===== config.mk =====
export PLATFORM = sky130hd
export DESIGN_NAME = writeback_stage_flat
export DESIGN_NICKNAME = d
export VERILOG_FILES = /design/src/rtl/wb_pkg.sv /design/src/rtl/writeback_stage_if.sv /design/src/rtl/wb_result_fifo.sv /design/src/rtl/writeback_stage.sv /design/src/flat_wrapper.sv
export SDC_FILE = /design/constraint.sdc
export NUM_CORES = 1
export LEC_CHECK = 0
export ABC_CLOCK_PERIOD_IN_PS = 3400
export CORE_AREA = 2 2 107 109
export CTS_BUF_LIST = sky130_fd_sc_hd__clkbuf_8 sky130_fd_sc_hd__clkbuf_16
export CTS_CLUSTER_DIAMETER = 60
export DETAILED_ROUTE_END_ITERATION = 10
export DIE_AREA = 0 0 109 111
export PLACE_DENSITY = 0.79
export SKIP_LAST_GASP = 1
export SYNTH_ARGS = -nofsm -noshare
export SYNTH_HDL_FRONTEND = slang
export SYNTH_SLANG_ARGS = --single-unit

===== constraint.sdc =====
create_clock -name SYS_clk -period 3.4 [get_ports SYS_clk]
set_input_delay 0.51 -clock SYS_clk [delete_from_list [all_inputs] [get_ports SYS_clk]]
set_output_delay 0.51 -clock SYS_clk [all_outputs]
set_load 0.05 [all_outputs]

===== src/rtl/wb_pkg.sv =====
// Shared types and load-extension helper for the writeback stage.
// Load funct3 codes, FIFO entry layout and the pure load_extend function.
package wb_pkg;

  localparam int WB_XLEN = 32;

  localparam logic [2:0] F3_LB  = 3'b000;
  localparam logic [2:0] F3_LH  = 3'b001;
  localparam logic [2:0] F3_LW  = 3'b010;
  localparam logic [2:0] F3_LBU = 3'b100;
  localparam logic [2:0] F3_LHU = 3'b101;

  typedef struct packed {
    logic [4:0]         rd;
    logic [WB_XLEN-1:0] data;
  } wb_entry_t;

  // Halfword loads ignore lo[0]; unknown codes behave like LW.
  function automatic logic [WB_XLEN-1:0] load_extend(
    input logic [WB_XLEN-1:0] data,
    input logic [2:0]         funct3,
    input logic [1:0]         lo
  );
    logic signed [7:0]  sel_b;
    logic signed [15:0] sel_h;
    logic [WB_XLEN-1:0] res;
    sel_b = data[8*lo +: 8];
    sel_h = data[16*lo[1] +: 16];
    case (funct3)
      F3_LB:   res = {{(WB_XLEN-8){sel_b[7]}}, sel_b};
      F3_LBU:  res = {{(WB_XLEN-8){1'b0}}, sel_b};
      F3_LH:   res = {{(WB_XLEN-16){sel_h[15]}}, sel_h};
      F3_LHU:  res = {{(WB_XLEN-16){1'b0}}, sel_h};
      default: res = data;
    endcase
    return res;
  endfunction

endpackage


===== src/rtl/writeback_stage_if.sv =====
// Bus bundle between execute/memory and the writeback stage.
// Forwarding signals exist only when WRITEBACK_FWD_EN is defined.
interface writeback_stage_if #(parameter int XLEN = 32);
  logic            alu_valid;
  logic [4:0]      alu_rd;
  logic [XLEN-1:0] alu_result;
  logic            mem_valid;
  logic            mem_ready;
  logic [4:0]      mem_rd;
  logic [XLEN-1:0] mem_data;
  logic [2:0]      mem_funct3;
  logic [1:0]      mem_addr_lo;
  logic [4:0]      REG_write_address;
  logic            REG_write_enable;
  logic [XLEN-1:0] REG_write_value;
  logic            wb_busy;
`ifdef WRITEBACK_FWD_EN
  logic [4:0]      fwd_rs1;
  logic [4:0]      fwd_rs2;
  logic            fwd_rs1_hit;
  logic            fwd_rs2_hit;
  logic [XLEN-1:0] fwd_rs1_data;
  logic [XLEN-1:0] fwd_rs2_data;

  modport master (
    output alu_valid, alu_rd, alu_result, mem_valid, mem_rd, mem_data, mem_funct3, mem_addr_lo,
    output fwd_rs1, fwd_rs2,
    input  mem_ready, REG_write_address, REG_write_enable, REG_write_value, wb_busy,
    input  fwd_rs1_hit, fwd_rs2_hit, fwd_rs1_data, fwd_rs2_data
  );
  modport slave (
    input  alu_valid, alu_rd, alu_result, mem_valid, mem_rd, mem_data, mem_funct3, mem_addr_lo,
    input  fwd_rs1, fwd_rs2,
    output mem_ready, REG_write_address, REG_write_enable, REG_write_value, wb_busy,
    output fwd_rs1_hit, fwd_rs2_hit, fwd_rs1_data, fwd_rs2_data
  );
`else
  modport master (
    output alu_valid, alu_rd, alu_result, mem_valid, mem_rd, mem_data, mem_funct3, mem_addr_lo,
    input  mem_ready, REG_write_address, REG_write_enable, REG_write_value, wb_busy
  );
  modport slave (
    input  alu_valid, alu_rd, alu_result, mem_valid, mem_rd, mem_data, mem_funct3, mem_addr_lo,
    output mem_ready, REG_write_address, REG_write_enable, REG_write_value, wb_busy
  );
`endif
endinterface


===== src/rtl/wb_result_fifo.sv =====
// Synchronous FIFO of wb_entry_t holding extended load results.
// DEPTH must be a power of two so the pointers wrap by natural overflow.
module wb_result_fifo
  import wb_pkg::*;
#(
  parameter int DEPTH = 2
) (
  input  logic                     clk,
  input  logic                     rst,
  input  logic                     i_push,
  input  wb_entry_t                i_din,
  input  logic                     i_pop,
  output wb_entry_t                o_head,
  output logic [$clog2(DEPTH):0]   o_count,
  output logic                     o_full,
  output logic                     o_empty
);
  localparam int AW = $clog2(DEPTH);

  wb_entry_t       r_mem [DEPTH];
  logic [AW-1:0]   r_head;
  logic [AW-1:0]   r_tail;
  logic [AW:0]     r_count;
  logic            w_push;
  logic            w_pop;

  assign w_push  = i_push && !o_full;
  assign w_pop   = i_pop && !o_empty;
  assign o_full  = (r_count == (AW+1)'(DEPTH));
  assign o_empty = (r_count == '0);
  assign o_count = r_count;
  assign o_head  = r_mem[r_head];

  always_ff @(posedge clk or posedge rst) begin
    if (rst) begin
      r_head  <= '0;
      r_tail  <= '0;
      r_count <= '0;
    end else begin
      if (w_push) r_tail <= r_tail + 1'b1;
      if (w_pop)  r_head <= r_head + 1'b1;
      case ({w_push, w_pop})
        2'b10:   r_count <= r_count + 1'b1;
        2'b01:   r_count <= r_count - 1'b1;
        default: r_count <= r_count;
      endcase
    end
  end

  // Storage needs no reset: only entries between head and tail are ever read.
  always_ff @(posedge clk) begin
    if (w_push) r_mem[r_tail] <= i_din;
  end

endmodule


===== src/rtl/writeback_stage.sv =====
// Final pipeline stage: arbitrates ALU results over buffered load results onto the register-file write port.
// Optional same-cycle forwarding of the write port is enabled by WRITEBACK_FWD_EN.
module writeback_stage
  import wb_pkg::*;
#(
  parameter int DEPTH = 2,
  parameter int XLEN  = WB_XLEN
) (
  input  logic               SYS_clk,
  input  logic               SYS_reset,
  writeback_stage_if.slave   wb
);
  wb_entry_t              w_push_entry;
  wb_entry_t              w_head;
  logic [$clog2(DEPTH):0] w_count;
  logic                   w_full;
  logic                   w_empty;
  logic                   w_accept;
  logic                   w_push;
  logic                   w_pop;
  logic                   w_alu_wr;

  logic                   r_we;
  logic [4:0]             r_addr;
  logic [XLEN-1:0]        r_val;

  // Beats to x0 are accepted but never stored.
  assign w_accept          = wb.mem_valid && !w_full;
  assign w_push            = w_accept && (wb.mem_rd != 5'd0);
  assign w_push_entry.rd   = wb.mem_rd;
  assign w_push_entry.data = load_extend(wb.mem_data, wb.mem_funct3, wb.mem_addr_lo);

  assign w_alu_wr = wb.alu_valid && (wb.alu_rd != 5'd0);
  assign w_pop    = !w_alu_wr && !w_empty;

  wb_result_fifo #(.DEPTH(DEPTH)) u_fifo (
    .clk     (SYS_clk),
    .rst     (SYS_reset),
    .i_push  (w_push),
    .i_din   (w_push_entry),
    .i_pop   (w_pop),
    .o_head  (w_head),
    .o_count (w_count),
    .o_full  (w_full),
    .o_empty (w_empty)
  );

  // ---- output register stage ----
  always_ff @(posedge SYS_clk or posedge SYS_reset) begin
    if (SYS_reset) begin
      r_we   <= 1'b0;
      r_addr <= '0;
      r_val  <= '0;
    end else if (w_alu_wr) begin
      r_we   <= 1'b1;
      r_addr <= wb.alu_rd;
      r_val  <= wb.alu_result;
    end else if (w_pop) begin
      r_we   <= 1'b1;
      r_addr <= w_head.rd;
      r_val  <= w_head.data;
    end else begin
      r_we   <= 1'b0;
    end
  end

  assign wb.mem_ready         = !w_full;
  assign wb.wb_busy           = (w_count != '0);
  assign wb.REG_write_enable  = r_we;
  assign wb.REG_write_address = r_addr;
  assign wb.REG_write_value   = r_val;

`ifdef WRITEBACK_FWD_EN
  assign wb.fwd_rs1_hit  = r_we && (r_addr == wb.fwd_rs1) && (wb.fwd_rs1 != 5'd0);
  assign wb.fwd_rs2_hit  = r_we && (r_addr == wb.fwd_rs2) && (wb.fwd_rs2 != 5'd0);
  assign wb.fwd_rs1_data = r_val;
  assign wb.fwd_rs2_data = r_val;
`endif

endmodule


===== src/flat_wrapper.sv =====
// flat-port wrapper written by rule: the top's interface ports become plain ports
module writeback_stage_flat import wb_pkg::*;
#(
  parameter int DEPTH = 2,
  parameter int XLEN  = WB_XLEN
)
  (SYS_clk, SYS_reset, wb_alu_valid, wb_alu_rd, wb_alu_result, wb_mem_valid, wb_mem_rd, wb_mem_data, wb_mem_funct3, wb_mem_addr_lo, wb_mem_ready, wb_REG_write_address, wb_REG_write_enable, wb_REG_write_value, wb_wb_busy);
  writeback_stage_if #(.XLEN(XLEN)) wb_i ();
  input  logic SYS_clk;
  input  logic SYS_reset;
  input wire logic [$bits(wb_i.alu_valid)-1:0] wb_alu_valid;
  input wire logic [$bits(wb_i.alu_rd)-1:0] wb_alu_rd;
  input wire logic [$bits(wb_i.alu_result)-1:0] wb_alu_result;
  input wire logic [$bits(wb_i.mem_valid)-1:0] wb_mem_valid;
  input wire logic [$bits(wb_i.mem_rd)-1:0] wb_mem_rd;
  input wire logic [$bits(wb_i.mem_data)-1:0] wb_mem_data;
  input wire logic [$bits(wb_i.mem_funct3)-1:0] wb_mem_funct3;
  input wire logic [$bits(wb_i.mem_addr_lo)-1:0] wb_mem_addr_lo;
  output wire logic [$bits(wb_i.mem_ready)-1:0] wb_mem_ready;
  output wire logic [$bits(wb_i.REG_write_address)-1:0] wb_REG_write_address;
  output wire logic [$bits(wb_i.REG_write_enable)-1:0] wb_REG_write_enable;
  output wire logic [$bits(wb_i.REG_write_value)-1:0] wb_REG_write_value;
  output wire logic [$bits(wb_i.wb_busy)-1:0] wb_wb_busy;
  assign wb_i.alu_valid = wb_alu_valid;
  assign wb_i.alu_rd = wb_alu_rd;
  assign wb_i.alu_result = wb_alu_result;
  assign wb_i.mem_valid = wb_mem_valid;
  assign wb_i.mem_rd = wb_mem_rd;
  assign wb_i.mem_data = wb_mem_data;
  assign wb_i.mem_funct3 = wb_mem_funct3;
  assign wb_i.mem_addr_lo = wb_mem_addr_lo;
  assign wb_mem_ready = wb_i.mem_ready;
  assign wb_REG_write_address = wb_i.REG_write_address;
  assign wb_REG_write_enable = wb_i.REG_write_enable;
  assign wb_REG_write_value = wb_i.REG_write_value;
  assign wb_wb_busy = wb_i.wb_busy;
  writeback_stage #(.DEPTH(DEPTH), .XLEN(XLEN)) u_core (.SYS_clk(SYS_clk), .SYS_reset(SYS_reset), .wb(wb_i));
endmodule

==> flow_metrics.py, run 1 <==
metrics = {
    "worst_setup_path": {
        "worst_ep_required_time_ns": 3.54,
        "worstSetupPathDepth": 4,
        "slowest_stage": "clkdlybuf4s50_1",
        "cp_num_buf_inv": 1,
        "reg2reg_depth": 6,
        "regToRegEndpoint": "u_core.wb.REG_write_value[24]",
        "cp.arrival_ns": 2.63,
        "worst-setup-path-type": "in -> reg",
        "rrSetupSlack_ns": 1.38,
        "slowest_delay_ns": 0.90,
        "cp_max_fo": 18,
        "path_cells": "clkdlybuf4s50_1, nor2_1, mux4_2, o21ai_0",
        "startpoint_type": "input port",
        "cp-end-kind": "flop",
        "r2r_start": "u_core.u_fifo.o_count[1]",
        "critical-path-top-delay-family": "buffers and inverters",
    },
    "sta": {
        "hold_viol": 0,
        "period_needed_ns": 2.49,
        "setup-tns-final_ns": 0,
        "worst_pin_slew_ns": 1.19,
        "holdWs_ns": 0.549,
        "slew_viol_final": 0,
        "rsz0062_at_grt": "false",
        "skew_ns": 0.0106,
        "setup_violations": 0,
        "max_freq_mhz": 402,
        "relSlewSlack": 0.204,
        "fin_crit_sh": 0.732,
    },
    "global_route": {
        "grt_usage": 0.226,
        "grt_pass1_vias": 4080,
        "antenna_found_initial": 0,
        "grt_max_degree": 38,
        "overflow": 0,
        "grt_pass1_wl_um": 20700,
    },
    "logic_synthesis": {
        "yosysWarnings": 0,
        "ys_seq_area_frac": 0.601,
        "synthesis.nets": 517,
        "synth_top_area_share": 0.408,
        "synth_top_area_cell": "edfxtp_1",
        "synthFlopType": "edfxtp_1",
        "synth_area_leaders": "edfxtp_1 (41%), dfrtp_1 (19%), mux2i_1 (8.1%), mux2_2 (7.0%), a21oi_1 (3.2%)",
        "synth_cell_types": 44,
        "async_flop_share": 0.362,
        "synth_edf_count": 74,
        "syn-cell-area_sq_mm": 0.00545,
        "syn_inst": 433,
        "avgSynthCellArea_sq_um": 12.6,
        "synth_seq_cells": 116,
    },
    "finish": {
        "drive_gt1_frac": 0.144,
        "instances_no_fill": 704,
        "diodes": 0,
        "fin_util": 0.658,
        "syn_to_final_growth_pct": 33.9,
        "num-nets-final": 633,
    },
    "placement": {
        "place.gp.congestion": 0.854,
        "portBuffers": 122,
        "placedCellCount": 673,
        "dp_hpwl_um": 8960,
    },
    "power_and_ir_drop": {
        "clkPwrFrac": 0.241,
        "p_leak_nw": 2.75,
        "total_power_mw": 6.36,
        "p_int_mw": 3.94,
        "power_frac_seq": 0.353,
        "p_comb_frac": 0.406,
        "swShare": 0.380,
        "p_sw_mw": 2.42,
        "power_density_mw_per_mm2": 872,
        "ir_worst_vdd_uv": 660,
    },
    "cts": {
        "clk_pin_slew_ns": 0.05,
        "cts.sinks": 116,
        "post-cts-setup-buffers": 0,
        "cts-root-buf": "clkbuf_16",
        "h-tree-depth": 4,
        "insertion_delay_ns": 0.40,
        "holdBufCountCts": 0,
        "cts_tree": "yes",
        "clockBufferDepth": 2,
        "numCtsBuffers": 17,
        "cts_resized": 0,
    },
    "min_path": {
        "min_from": "u_core.u_fifo.r_tail",
        "worstHoldEndpoint": "u_core.u_fifo.r_tail",
        "hold_path.class": "reg -> reg",
        "worstHoldPathCells": 1,
    },
    "die": {
        "rows": 39,
        "die_h_um": 111,
        "die-area_sq_mm": 0.0121,
        "num_io_pins": 123,
        "coreArea_sq_mm": 0.0111,
        "initial_core_util": 0.492,
        "die_w_um": 109,
    },
    "routing": {
        "wl_per_cell_um": 18.6,
        "first_pass_iters": 6,
        "dr.first_iter.drc_count": 295,
        "drcViolationCount": 0,
        "totalWireLength_um": 13100,
        "vias": 3954,
        "final_antenna_net_count": 0,
        "via_per_inst": 5.62,
    },
    "flow_run": {
        "cap_viol_max_count": 0,
    },
    "run_status": {
        "status": "finished clean",
    },
}
==> placed cells by master, fill, tap and decap left out, drive strengths merged, types with 2 or more instances in the layout <==
| cell type | count |
|---|---|
| a211oi | 21 |
| o21ai | 25 |
| mux2 | 34 |
| nor2b | 6 |
| mux2i | 44 |
| o31ai | 3 |
| a22o | 3 |
| clkbuf | 21 |
| clkinv | 7 |
| a21o | 7 |
| dfrtp | 42 |
| edfxtp | 74 |
| inv | 10 |
| nor2 | 13 |
| nand2 | 27 |
| or4 | 2 |
| xnor2 | 3 |
| o211ai | 2 |
| nand2b | 2 |
| clkdlybuf4s50 | 121 |
| nor3 | 35 |
| a21oi | 35 |
| buf | 9 |
==> metrics by stage <==
stage	cell area, sq um	setup WS (ns)
after CTS	7290	0.966
after global placement	6770	0.686
after global routing	7290	0.817
after floorplan	5450	0.145
after detailed placement	6770	0.587
final	7290	0.912
==> layer usage <==
metal / up-vias / global-route usage / routed length, um
met1: 1898 / 0.307 / 5660
li1: 1861 / - / -
met2: 169 / 0.351 / 6290
met3: 26 / 0.0553 / 883
met4: 0 / 0.0889 / 289
met5: - / 0 / 0
==> final cells by class <==
type                       instances  area [sq um]
fill                             839          3780
sequential                       116          3270
multi-input combinational        277          2000
timing repair buffer             130          1290
clock buffer                      21           480
tap                              143           179
clock inverter                    10          45.0
inverter                           7          26.3
==> power groups by stage <==
stage                     registers, mW  clock network [mW]  logic [mW]
after global routing               2.29                1.63        2.76
after global placement             2.25                   0        2.54
after CTS                          2.25                1.55        2.60
final                              2.24                1.54        2.58
after floorplan                    2.82                   0        1.17
after detailed placement           2.27                   0        2.59
==> cell families after synthesis <==
kind of cell             synth area share
adder cells (fa/ha/maj)           0.00230
AO/OA/AOI/OAI                       0.121
buffers and inverters              0.0354
XOR/XNOR                          0.00643
multiplexers                        0.155
flip-flops                          0.601
AND/OR/NAND/NOR                    0.0792
==> flip-flops by register name, indices dropped and copies added, names as in the netlist <==
signal and flops:
u_core.u_fifo.o_count 2, u_core.u_fifo.r_head 1, u_core.u_fifo.r_mem 74, u_core.u_fifo.r_tail 1, u_core.wb.REG_write_address 5, u_core.wb.REG_write_enable 1
u_core.wb.REG_write_value 32
==> cells in the mapped netlist, types with 2 or more instances <==
master     n
a22o_1     3
dfrtp_1   42
a21o_1     7
o21ai_0   14
nand2b_1   2
o21ai_1   10
nand2_1   27
inv_1      6
buf_6      3
nor3_1    35
xnor2_1    3
mux2_2    34
a21oi_1   35
or4_1      2
edfxtp_1  74
clkbuf_1  15
buf_2     13
mux2i_1   44
a211oi_1  21
nor2b_1    6
o31ai_1    3
nor2_1    12
==> worst max path at each step <==
stage                                         from                          to
final                             wb_mem_funct3[0]  u_core.u_fifo.r_mem[1][27]
after CTS                        wb_mem_addr_lo[1]  u_core.u_fifo.r_mem[1][27]
after global routing             wb_mem_addr_lo[1]   u_core.u_fifo.r_mem[0][1]
after floorplan           u_core.u_fifo.o_count[0]   u_core.u_fifo.r_mem[0][0]
after global placement           wb_mem_addr_lo[1]   u_core.u_fifo.r_mem[0][2]
after detailed placement         wb_mem_addr_lo[1]   u_core.u_fifo.r_mem[1][1]
No activity file was read; power rests on OpenSTA's default activity.
==> inputs of run 2 (changes only) <==
--- a/config.mk
+++ b/config.mk
@@ -5,7 +5,7 @@
 export SDC_FILE = /design/constraint.sdc
 export NUM_CORES = 1
 export LEC_CHECK = 0
-export ABC_CLOCK_PERIOD_IN_PS = 3400
+export ABC_CLOCK_PERIOD_IN_PS = 2400
 export CORE_AREA = 2 2 107 109
 export CTS_BUF_LIST = sky130_fd_sc_hd__clkbuf_8 sky130_fd_sc_hd__clkbuf_16
 export CTS_CLUSTER_DIAMETER = 60
==> constraint.sdc (replaced) <==
create_clock -name SYS_clk -period 2.4 [get_ports SYS_clk]
set_input_delay 0.36 -clock SYS_clk [delete_from_list [all_inputs] [get_ports SYS_clk]]
set_output_delay 0.36 -clock SYS_clk [all_outputs]
set_load 0.05 [all_outputs]
==> flow_metrics.py, run 2 (synthesized netlist as in run 1, its figures left out) <==
metrics = {
    "power_and_ir_drop": {
        "ir_worst_vdd_uv": 821,
        "total_power_mw": 9.27,
        "p_leak_nw": 2.78,
        "power_density_mw_per_mm2": 1250,
    },
    "worst_setup_path": {
        "rrSetupSlack_ns": 0.34,
        "cp-end-kind": "primary output",
        "r2r_start": "u_core.u_fifo.o_count[0]",
        "slowest_stage": "dfrtp_1",
        "path_cells": "buf_4, nor2_2, inv_1, buf_4, buf_12",
        "worst_ep_required_time_ns": 2.04,
        "crit_path_start": "u_core.u_fifo.o_count[1]",
        "regToRegEndpoint": "u_core.u_fifo.r_mem[0][1]",
        "reg2reg_depth": 3,
        "slowest_delay_ns": 0.38,
        "cp_num_buf_inv": 4,
        "critical-path-top-delay-family": "buffers and inverters",
        "cp_max_fo": 36,
        "worst-setup-path-type": "reg -> out",
        "cp.arrival_ns": 1.88,
        "crit_top_cell": "buf_4",
        "startpoint_type": "flop",
    },
    "die": {
        "initial_core_util": 0.492,
        "die-area_sq_mm": 0.0121,
        "rows": 39,
        "die_h_um": 111,
        "die_w_um": 109,
        "coreArea_sq_mm": 0.0111,
        "num_io_pins": 123,
    },
    "cts": {
        "cts_tree": "yes",
        "cts_resized": 0,
        "holdBufCountCts": 0,
        "post-cts-setup-buffers": 0,
        "cts-root-buf": "clkbuf_16",
        "h-tree-depth": 4,
        "clockBufferDepth": 2,
        "insertion_delay_ns": 0.40,
        "cts.sinks": 116,
        "clk_pin_slew_ns": 0.05,
        "numCtsBuffers": 17,
    },
    "global_route": {
        "grt_pass1_vias": 4106,
        "grt_pass1_wl_um": 20800,
        "grt_usage": 0.229,
        "overflow": 0,
        "grt_max_degree": 43,
        "antenna_found_initial": 0,
    },
    "routing": {
        "vias": 3993,
        "dr.first_iter.drc_count": 410,
        "drcViolationCount": 0,
        "via_per_inst": 5.58,
        "first_pass_iters": 5,
        "final_antenna_net_count": 0,
        "wl_per_cell_um": 18.3,
        "totalWireLength_um": 13100,
    },
    "run_status": {
        "status": "finished clean",
    },
    "placement": {
        "portBuffers": 122,
        "placedCellCount": 683,
        "place.gp.congestion": 0.870,
        "dp_hpwl_um": 8970,
        "pre_cts_ws_ns": -0.0790,
        "post_dp_cell_area_sq_mm": 0.00688,
    },
    "sta": {
        "relSlewSlack": 0.276,
        "slew_viol_final": 0,
        "setup_slack_ns": 0.161,
        "skew_ns": 0.00673,
        "worst_pin_slew_ns": 1.08,
        "rsz0062_at_grt": "false",
        "max_freq_mhz": 447,
        "fin_crit_sh": 0.933,
        "setup_violations": 0,
        "period_needed_ns": 2.24,
        "hold_viol": 0,
    },
    "finish": {
        "final_cell_mix": "clkdlybuf4s50_1 (120), edfxtp_1 (74), mux2i_1 (44)",
        "largest_reg_flops": 74,
        "fillers": 827,
        "final_common_cell": "clkdlybuf4s50_1",
        "num-nets-final": 643,
        "regMostFlops": "u_core.u_fifo.r_mem",
        "drive_gt1_frac": 0.170,
        "syn_to_final_growth_pct": 36.5,
        "fin_util": 0.671,
        "fin_area_sq_mm": 0.00744,
        "instances_no_fill": 715,
        "diodes": 0,
    },
    "flow_run": {
        "cap_viol_max_count": 0,
    },
    "min_path": {
        "hold_path.class": "in -> async",
    },
}
[run 2: cell types whose count changed in the layout (fill, tap and decap cells not counted)]
cell	change
buf_12	+3
buf_4	+8
bufinv_16	+1
clkbuf_8	-4
clkdlybuf4s50_1	-1
clkinv_2	-3
clkinv_4	+2
clkinvlp_4	+6
inv_1	-4
inv_6	+3
[run 2: worst register-to-register path: cells and delay by family, from the launching register on]
kind | cells | cell delay (ns)
DFF | 1 | 0.34
AOI/OAI and AO/OA | 1 | 0.23
and+or+nand+nor | 2 | 1.09
[run 2: metal layers]
layer	vias up	routed length, um	global-route usage
li1	1882	-	-
met1	1947	5670	0.306
met2	151	6490	0.374
met3	13	760	0.0535
met4	0	170	0.0581
met5	-	0	0
[run 2: how the worst max path moves through the flow]
| stage | endpoint | cells past startpoint |
|---|---|---|
| 2_1_floorplan | u_core.u_fifo.r_mem[0][0] | 4 |
| 3_3_place_gp | u_core.u_fifo.r_mem[0][15] | 4 |
| 3_5_place_dp | u_core.u_fifo.r_mem[0][15] | 4 |
| 4_1_cts | wb_wb_busy | 5 |
| 5_1_grt | wb_wb_busy | 5 |
| 6_report | wb_wb_busy | 5 |
[run 2: cell type report]
type / count / area (sq um) / area share
tap: 143 / 179 / 0.0241
multi-input combinational: 277 / 2000 / 0.269
inverter: 7 / 26.3 / 0.00353
sequential: 116 / 3270 / 0.440
clock buffer: 17 / 425 / 0.0572
clock inverter: 15 / 134 / 0.0180
timing repair buffer: 140 / 1400 / 0.188
[run 2: stage by stage]
stage                     hold WS [ns]  TNS, ns
after floorplan                  0.459   -19.28
after global placement           0.536    -3.08
after detailed placement         0.545    -5.62
after CTS                        0.432        0
after global routing             0.487        0
final                            0.413        0
[run 2: where the power goes]
| part | internal, mW | leakage (nW) | total [mW] | switching [mW] |
|---|---|---|---|---|
| Sequential | 2.81 | 1.18 | 3.13 | 0.320 |
| Combinational | 1.46 | 1.35 | 3.80 | 2.34 |
| Clock | 1.43 | 0.258 | 2.34 | 0.914 |
==> inputs of run 3 (changes only) <==
--- a/config.mk
+++ b/config.mk
@@ -6,13 +6,15 @@
 export NUM_CORES = 1
 export LEC_CHECK = 0
 export ABC_CLOCK_PERIOD_IN_PS = 2400
-export CORE_AREA = 2 2 107 109
+export CORE_AREA = 2 2 108 110
 export CTS_BUF_LIST = sky130_fd_sc_hd__clkbuf_8 sky130_fd_sc_hd__clkbuf_16
 export CTS_CLUSTER_DIAMETER = 60
 export DETAILED_ROUTE_END_ITERATION = 10
-export DIE_AREA = 0 0 109 111
+export DIE_AREA = 0 0 110 112
 export PLACE_DENSITY = 0.79
+export SETUP_SLACK_MARGIN = 0.2
 export SKIP_LAST_GASP = 1
 export SYNTH_ARGS = -nofsm -noshare
 export SYNTH_HDL_FRONTEND = slang
+export SYNTH_HIERARCHICAL = 1
 export SYNTH_SLANG_ARGS = --single-unit
==> flow_metrics.py, run 3 <==
metrics = {
    "logic_synthesis": {
        "async_flop_share": 0.362,
        "yosysWarnings": 6,
        "synth_cell_types": 38,
        "synth_area_leaders": "edfxtp_1 (40%), dfrtp_1 (19%), mux2i_1 (7.2%), mux2_4 (5.4%), mux2_2 (4.9%)",
        "synth.most_common_cell": "edfxtp_1",
        "synthFlopType": "edfxtp_1",
        "synth_top_area_share": 0.402,
        "ys_seq_area_frac": 0.592,
        "synth_top_area_cell": "edfxtp_1",
        "synth_seq_cells": 116,
        "syn-cell-area_sq_mm": 0.00553,
        "synth_commonest_cells": "edfxtp_1 (74), nor2_1 (45), nand2_1 (43)",
        "syn_inst": 425,
        "synth_edf_count": 74,
        "synthesis.nets": 509,
        "avgSynthCellArea_sq_um": 13.0,
    },
    "sta": {
        "relSlewSlack": 0.537,
        "period_needed_ns": 2.16,
        "skew_ns": 0.00849,
        "worst_pin_slew_ns": 0.692,
        "hold_viol": 0,
        "setup-tns-final_ns": 0,
        "holdWs_ns": 0.172,
        "fin_crit_sh": 0.899,
        "rsz0062_at_grt": "false",
        "setup_violations": 0,
        "max_freq_mhz": 464,
        "slew_viol_final": 0,
    },
    "global_route": {
        "antenna_found_initial": 0,
        "grt_usage": 0.217,
        "grt_pass1_wl_um": 19900,
        "grt_max_degree": 68,
        "overflow": 0,
        "grt_pass1_vias": 4021,
    },
    "routing": {
        "drcViolationCount": 0,
        "totalWireLength_um": 12700,
        "final_antenna_net_count": 0,
        "dr.first_iter.drc_count": 310,
        "wl_per_cell_um": 17.6,
        "first_pass_iters": 4,
        "via_per_inst": 5.35,
        "vias": 3877,
    },
    "finish": {
        "instances_no_fill": 725,
        "multi_input_area_sq_mm": 0.00210,
        "num-nets-final": 653,
        "drive_gt1_frac": 0.241,
        "largest_reg_flops": 74,
        "regMostFlops": "u_core/u_fifo/r_mem",
        "final_common_cell": "clkdlybuf4s50_1",
        "fillers": 843,
        "seqCellArea_sq_mm": 0.00327,
        "syn_to_final_growth_pct": 38.5,
        "final_cell_mix": "clkdlybuf4s50_1 (120), edfxtp_1 (74), nor2_1 (43)",
        "diodes": 0,
    },
    "worst_setup_path": {
        "cp.arrival_ns": 2.48,
        "rrSetupSlack_ns": 0.47,
        "startpoint_type": "input port",
        "cp_max_fo": 2,
        "worst-setup-path-type": "in -> reg",
        "slowest_delay_ns": 0.58,
        "cp-end-kind": "flop",
        "path_cells": "clkdlybuf4s50_1, or4_1, o21ai_4, nor2b_1, nor2b_2, ha_1, nor2_1, xor2_1",
        "worst_ep_required_time_ns": 2.72,
        "slowest_stage": "or4_1",
    },
    "power_and_ir_drop": {
        "ir_worst_vdd_uv": 591,
        "total_power_mw": 9.06,
        "power_density_mw_per_mm2": 1180,
        "p_leak_nw": 3.00,
    },
    "die": {
        "coreArea_sq_mm": 0.0112,
        "die-area_sq_mm": 0.0123,
        "die_w_um": 110,
        "initial_core_util": 0.495,
        "rows": 39,
        "num_io_pins": 123,
        "die_h_um": 112,
    },
    "cts": {
        "clockBufferDepth": 2,
        "post-cts-setup-buffers": 0,
        "cts.sinks": 116,
        "insertion_delay_ns": 0.41,
        "clk_pin_slew_ns": 0.05,
        "cts_tree": "yes",
        "h-tree-depth": 4,
        "holdBufCountCts": 0,
        "cts-root-buf": "clkbuf_16",
        "numCtsBuffers": 17,
    },
    "placement": {
        "placedCellCount": 692,
        "place.gp.congestion": 0.923,
        "portBuffers": 122,
        "dp_hpwl_um": 8900,
    },
    "min_path": {
        "hold_path.class": "in -> async",
    },
    "flow_run": {
        "cap_viol_max_count": 0,
    },
    "run_status": {
        "status": "finished clean",
    },
}
[run 3: changes by cell type after synthesis, sizes merged, moves of 4 or more]
| cell | before | now |
|---|---|---|
| a21o | 7 | 3 |
| o21ai | 25 | 10 |
| mux2i | 44 | 40 |
| clkbuf | 15 | 6 |
| nor2 | 13 | 45 |
| nor3 | 35 | 2 |
| mux2 | 34 | 44 |
| a21oi | 35 | 39 |
| a22oi | 0 | 4 |
| nand2 | 27 | 43 |
| a211oi | 21 | 11 |
[run 3: repair_timing]
action | in CTS | in global routing
gates resized for setup | 3 | 1
pin swaps | 1 | 0
setup endpoints to repair | 39 | 1
gates cloned | 1 | 0
[run 3: report_power, final]
group / total [mW] / leakage [nW] / switching [mW] / internal, mW
clock network: 2.48 / 0.275 / 0.916 / 1.56
logic: 3.55 / 1.56 / 2.01 / 1.55
registers: 3.03 / 1.16 / 0.281 / 2.74
total: 9.06 / 3.00 / 3.21 / 5.85
[run 3: worst max-delay path, delay by kind of cell]
kind            cells  cell delay (ns)
compound gates      1             0.17
xor+xnor            1             0.19
buf+inv             1             0.42
fa+ha+maj           1             0.27
simple gates        4             1.07
[run 3: kinds of logic (layout without fill, tap and decap cells)]
group                      Yosys count  count (layout)  synth area share
xor gates and xnor gates             5               5           0.00792
and+or+nand+nor                    106             107            0.0805
buffers and inverters               34             190            0.0366
adders and majority gates            1               1           0.00226
AOI/OAI and AO/OA                   79              79             0.105
DFF                                116             116             0.592
muxes                               84              84             0.176
[run 3: stage by stage]
| stage | worst slack (ns) | area [sq um] | util |
|---|---|---|---|
| after floorplan | 0.280 | 5540 | - |
| after global placement | -0.0608 | 7060 | 0.631 |
| final | 0.243 | 7660 | 0.686 |
| after global routing | 0.239 | 7660 | 0.686 |
| after CTS | 0.274 | 7660 | 0.685 |
| after detailed placement | -0.137 | 7060 | 0.631 |
[run 3: final cells by class]
| class | instances | area share |
|---|---|---|
| sequential | 116 | 0.427 |
| inverter | 7 | 0.00392 |
| timing repair buffer | 151 | 0.194 |
| multi-input combinational | 276 | 0.274 |
| clock buffer | 18 | 0.0573 |
| clock inverter | 14 | 0.0203 |
| tap | 143 | 0.0234 |
[run 3: final timing paths]
check,from,to,depth (start not counted)
hold / removal,SYS_reset,u_core/u_fifo/o_count[1],2
max in group asynchronous,SYS_reset,u_core/wb.REG_write_value[8],3
hold reg to reg,u_core/wb.REG_write_value[21],u_core/wb.REG_write_value[21],2
setup reg to reg,u_core/u_fifo/o_count[0],u_core/u_fifo/o_count[1],7
min in group SYS_clk,wb_alu_result[23],u_core/wb.REG_write_value[23],3
setup / recovery,wb_alu_rd[1],u_core/u_fifo/o_count[1],8
[run 3: metal layers]
layer,track usage,part of all wire,vias to the layer above
met5,0,0,-
li1,-,-,1845
met2,0.359,0.50,143
met1,0.278,0.42,1873
met3,0.0504,0.059,16
met4,0.0734,0.012,0
